### src/rtl/constants.sv
// ============================================================================
// Module  : constants
// Brief   : Shared LBIST constants, including signature-unload frame helpers.
//           Config macro: SIG_UNLOAD_PARITY_EN appends an even-parity frame bit.
// Rev     : 1.0
// ============================================================================
`default_nettype none

package constants;

  localparam int n_misr = 64;

  localparam logic [3:0] SIG_HDR = 4'b1010;

  typedef enum logic [1:0] {
    S_IDLE   = 2'd0,
    S_LOADED = 2'd1,
    S_SEND   = 2'd2,
    S_DONE   = 2'd3
  } sig_unload_state_t;

`ifdef SIG_UNLOAD_PARITY_EN
  localparam int SIG_PARITY_BITS = 1;
`else
  localparam int SIG_PARITY_BITS = 0;
`endif

  // Header (4) + verdict (1) + signature (n) + optional parity.
  function automatic int sig_frame_len(input int n);
    return n + 5 + SIG_PARITY_BITS;
  endfunction

endpackage

`default_nettype wire

### src/rtl/sig_piso.sv
// ============================================================================
// Module  : sig_piso
// Brief   : Parallel-load, shift-left register exposing its MSB.
// Rev     : 1.0
// ============================================================================
`default_nettype none

module sig_piso #(
  parameter int W = 69
) (
  input  logic         clk,
  input  logic         rst,
  input  logic         i_load,
  input  logic         i_shift,
  input  logic [W-1:0] i_data,
  output logic         o_msb
);

  logic [W-1:0] r_data;

  always_ff @(posedge clk or posedge rst) begin
    if (rst) begin
      r_data <= '0;
    end else if (i_load) begin
      r_data <= i_data;
    end else if (i_shift) begin
      r_data <= {r_data[W-2:0], 1'b0};
    end
  end

  assign o_msb = r_data[W-1];

endmodule

`default_nettype wire

### src/rtl/sig_unload.sv
// ============================================================================
// Module  : sig_unload
// Brief   : Snapshots MISR signature + verdict and unloads them as a framed,
//           MSB-first serial stream. Config macro: SIG_UNLOAD_PARITY_EN.
// Rev     : 1.0
// ============================================================================
`default_nettype none

module sig_unload
  import constants::*;
#(
  parameter int N = n_misr
) (
  input  logic         clk,
  input  logic         rst,
  input  logic         CAPTURE,
  input  logic [N-1:0] SIGNATURE,
  input  logic         PASS,
  input  logic         UNLOAD_REQ,
  input  logic         SDO_READY,
  output logic         SDO,
  output logic         SDO_VALID,
  output logic         BUSY,
  output logic         LOADED,
  output logic         DONE,
  output logic         OVERRUN
);

  localparam int FRAME_LEN = sig_frame_len(N);
  localparam int CW        = $clog2(FRAME_LEN);
  localparam logic [CW-1:0] C_LAST = CW'(FRAME_LEN - 1);

  sig_unload_state_t r_state;
  logic [CW-1:0]     r_cnt;
  logic [N-1:0]      r_snap_sig;
  logic              r_snap_pass;
  logic              r_valid;
  logic              r_busy;
  logic              r_loaded;
  logic              r_done;
  logic              r_overrun;

  logic [FRAME_LEN-1:0] w_frame;
  logic                 w_start;
  logic                 w_xfer;
  logic                 w_msb;

`ifdef SIG_UNLOAD_PARITY_EN
  assign w_frame = {SIG_HDR, r_snap_pass, r_snap_sig, ^{r_snap_pass, r_snap_sig}};
`else
  assign w_frame = {SIG_HDR, r_snap_pass, r_snap_sig};
`endif

  // A capture in S_LOADED wins over a simultaneous unload request.
  assign w_start = (r_state == S_LOADED) && !CAPTURE && UNLOAD_REQ;
  assign w_xfer  = r_valid && SDO_READY;

  sig_piso #(.W(FRAME_LEN)) u_piso (
    .clk     (clk),
    .rst     (rst),
    .i_load  (w_start),
    .i_shift (w_xfer),
    .i_data  (w_frame),
    .o_msb   (w_msb)
  );

  always_ff @(posedge clk or posedge rst) begin
    if (rst) begin
      r_state     <= S_IDLE;
      r_cnt       <= '0;
      r_snap_sig  <= '0;
      r_snap_pass <= 1'b0;
      r_valid     <= 1'b0;
      r_busy      <= 1'b0;
      r_loaded    <= 1'b0;
      r_done      <= 1'b0;
      r_overrun   <= 1'b0;
    end else begin
      r_done <= 1'b0;
      // The snapshot stays frozen while a frame is on the wire.
      if (CAPTURE) begin
        if (r_state == S_SEND) begin
          r_overrun <= 1'b1;
        end else begin
          r_snap_sig  <= SIGNATURE;
          r_snap_pass <= PASS;
        end
      end
      case (r_state)
        S_IDLE: begin
          if (CAPTURE) begin
            r_state  <= S_LOADED;
            r_loaded <= 1'b1;
          end
        end
        S_LOADED: begin
          if (w_start) begin
            r_state <= S_SEND;
            r_cnt   <= '0;
            r_valid <= 1'b1;
            r_busy  <= 1'b1;
          end
        end
        S_SEND: begin
          if (w_xfer) begin
            if (r_cnt == C_LAST) begin
              r_state <= S_DONE;
              r_valid <= 1'b0;
              r_busy  <= 1'b0;
              r_done  <= 1'b1;
            end else begin
              r_cnt <= r_cnt + CW'(1);
            end
          end
        end
        S_DONE: begin
          r_state <= S_LOADED;
        end
        default: begin
          r_state <= S_IDLE;
        end
      endcase
    end
  end

  assign SDO       = r_valid & w_msb;
  assign SDO_VALID = r_valid;
  assign BUSY      = r_busy;
  assign LOADED    = r_loaded;
  assign DONE      = r_done;
  assign OVERRUN   = r_overrun;

endmodule

`default_nettype wire

### config.mk
export PLATFORM = sky130hd
export DESIGN_NAME = sig_unload
export DESIGN_NICKNAME = d
export VERILOG_FILES = /design/src/rtl/constants.sv /design/src/rtl/sig_piso.sv /design/src/rtl/sig_unload.sv
export SDC_FILE = /design/constraint.sdc
export NUM_CORES = 1
export LEC_CHECK = 0
export ABC_CLOCK_PERIOD_IN_PS = 12840
export CAP_MARGIN = 20
export CORE_ASPECT_RATIO = 0.75
export CORE_UTILIZATION = 55
export DETAILED_ROUTE_END_ITERATION = 7
export PLACE_DENSITY = 0.9
export SLEW_MARGIN = 20
export SYNTH_ARGS = -nofsm -noshare
export SYNTH_HDL_FRONTEND = slang
export SYNTH_SLANG_ARGS = --single-unit
### constraint.sdc
create_clock -name clk -period 12.84 [get_ports clk]
set_input_delay 3.852 -clock clk [delete_from_list [all_inputs] [get_ports clk]]
set_output_delay 3.852 -clock clk [all_outputs]
set_load 0.01 [all_outputs]
==> out/results.txt <==
Worst Tran Pin Value - 0.878 ns
CTS Buf Count - 17
die area - 11800 um^2
sequential cell area - 3680 um^2
Sw Share - 29.3%
RSZ-0062 raised after global routing - no
Final ANT Viol Nets - 0
Port Buffers - 75
fillers - 727
Cells after Synth - 589
Sw Pwr - 0.000483 W
relative slew slack - 41.4%
minimum clock period - 5.74 ns
Post-synth EDFFs - 0
post-synthesis cell type count - 36
largest net degree at the start of global routing - 132
drt pass-1 iters - 7
Starting Density - 56.9%
Fin Clk Skew - 0.00948 ns
Antenna Cells - 0
drt via density - 5.67
first-pass GRT wire length - 23.1 mm
Static Leakage - 3.36 nW
Hold Violations, Final - 0
clock power share - 31.6%
syn nets - 665
CTS Hold Bufs - 0
Root Driver - clkbuf_16
initial antenna violation count - 0
Pint - 0.00117 W
failing checks - DRC
CP startpoint kind - primary input
initial DRC count - 388
Synth area leader - dfrtp_1
ys async rst share - 100%
pwr/cell area - 215 nW/um^2
Die Y-Extent - 94.3 um
clk_lat worst skew - 0.42 ns
Post-CTS Setup Inserts - 0
site row count - 33
CTS tree - built
clk sinks - 147
Worst EP required - 13.14 ns
Nets - 726
Comb pwr share - 22.7%
post_cts resized - 0
post-DR wirelength/cell - 16.7 um
Multi-input gate area - 2370 um^2
grt ovf - 0
area share of the largest cell type after synthesis - 58.9%
Clock Tree Buf Depth - 2
Slew Viols, Final - 0
layout cells sized above 1 - 16.7%
Worst Hold Class - reg2reg
# DRC - 14
synthesized cell area - 6250 um^2
IO Pins - 76
Vias - 4553
post-synthesis sequential area ratio - 58.9%
Core ar. - 11000 um^2
ys flop type - dfrtp_1
placed wire-length estimate - 7.80 mm
FF+latch count, synth - 147
status - finished with violations
Clk pin slew, worst setup/hold paths - 0.06 ns
vias in the first global route - 4724
Die W - 125 um
critical path arrival - 6.03 ns
Syn-to-layout area delta - 23.0%
fmax - 174 MHz
Yosys Warn Count - 0
Tot Pwr - 0.00165 W
WL final - 13.4 mm
All-Layer GR Usage - 25.3%
total of max-cap violations - 0
Setup violations, final - 0
Total Neg Setup Slack - 0 ns
worst-case vdd ir drop - 0.121 mV
Seq pwr share - 45.8%
Syn Area/Cell - 10.6 um^2
Setup Crit Path Kind - in2reg
Place WS - 6.69 ns
CP Capture Type - flip-flop
Max Fanout on Critical Path - 50
Placer Congestion - 0.808
H-tree depth - 4
Synth area leaders - dfrtp_1 (59%), mux2_2 (12%), nand2_1 (8.7%)
setup ws final - 7.10 ns
final period utilization - 44.7%
[metal layers]
metal,wire [um],vias to the layer above,GRT usage [%]
met2,6880,136,43.0
met3,656,21,5.64
met1,5660,2276,32.2
met4,222,0,9.35
met5,0,-,0
li1,-,2120,-
[critical path, stage by stage]
cell	delay (ns)
clkdlybuf4s50_1	0.60
nor2b_4	0.49
buf_4	0.62
mux2_2	0.42
[power groups by stage]
stage / clock network, W / logic (W) / registers [W]
after floorplan: 0 / 0.000286 / 0.000722
after global placement: 0 / 0.000339 / 0.000742
after detailed placement: 0 / 0.000367 / 0.000753
after CTS: 0.000525 / 0.000377 / 0.000753
after global routing: 0.000547 / 0.000416 / 0.000776
final: 0.000521 / 0.000374 / 0.000756
[final cells by class]
cell class	instances	area share [%]
clock buffers	23	6.09
multi-input cells	394	30.9
clock inverters	9	1.99
flip-flops and latches	147	47.9
inverters	10	0.554
repair buffers	80	10.3
well taps	140	2.28
[final timing paths]
| kind | from | endpoint | slack (ns) | depth (start not counted) |
|---|---|---|---|---|
| min in group asynchronous | rst | r_snap_sig[63]$_DFFE_PP0P_ | 3.98 | 2 |
| min | LOADED$_DFFE_PP0P_ | LOADED$_DFFE_PP0P_ | 0.46 | 1 |
| max | CAPTURE | r_snap_sig[45]$_DFFE_PP0P_ | 7.10 | 4 |
| max reg2reg | r_state[0]$_DFFE_PP0P_ | r_snap_sig[45]$_DFFE_PP0P_ | 10.29 | 5 |
| min reg2reg | LOADED$_DFFE_PP0P_ | LOADED$_DFFE_PP0P_ | 0.46 | 1 |
| max in group asynchronous | rst | DONE$_DFF_PP0_ | 7.62 | 3 |
[synth_stat cells (2+ instances only)]
cell type	count
dfrtp_1	147
nand2_1	144
nor2_1	67
mux2_2	65
a31oi_1	64
clkbuf_1	23
buf_2	13
inv_1	10
ha_1	6
nand3_1	6
nor3_1	5
a21boi_0	4
a2bb2oi_1	4
a21oi_1	3
a21o_1	2
and2_1	2
mux2i_1	2
nor2b_1	2
o21ai_1	2
or3_1	2
[metrics by stage]
stage	utilization [%]	hold WS (ns)	area (um^2)	cells
after floorplan	-	0.435	6250	589
after global placement	64.3	0.439	7060	771
after detailed placement	64.3	0.461	7060	771
after CTS	69.9	0.473	7680	803
after global routing	69.9	0.495	7680	803
final	69.9	0.463	7680	803
[kinds of logic (layout without fill, tap and decap cells)]
| logic type | Yosys count | count (layout) | share of synthesized area (%) |
|---|---|---|---|
| muxes | 68 | 68 | 12.3 |
| and+or+nand+nor | 235 | 235 | 15.2 |
| adders and majority gates | 6 | 6 | 1.20 |
| AOI/OAI and AO/OA | 85 | 85 | 9.07 |
| DFF | 147 | 147 | 58.9 |
| buffers and inverters | 48 | 122 | 3.37 |
[sequential cells by signal (all words and copies together), names as in the netlist]
signal and flops:
r_snap_pass 1, r_state 2, DONE 1, BUSY 1
OVERRUN 1, r_snap_sig 64, u_piso.r_data 69, r_cnt 7
LOADED 1
[layout by cell type (no fill, tap or decap), types with 3 or more instances in the layout]
master | synthesis | final
nand3_1 | 6 | 6
clkbuf_1 | 23 | 4
nor3_1 | 5 | 5
nor2_1 | 67 | 67
buf_4 | 1 | 4
inv_1 | 10 | 9
bufinv_16 | 0 | 4
nand2_1 | 144 | 143
mux2_2 | 65 | 65
a21oi_1 | 3 | 3
a21boi_0 | 4 | 4
dfrtp_1 | 147 | 147
clkbuf_16 | 0 | 17
a31oi_1 | 64 | 64
a2bb2oi_1 | 4 | 4
clkinv_2 | 0 | 3
clkdlybuf4s50_1 | 0 | 75
ha_1 | 6 | 6
Note: power is estimated with default switching activity, not from simulation.
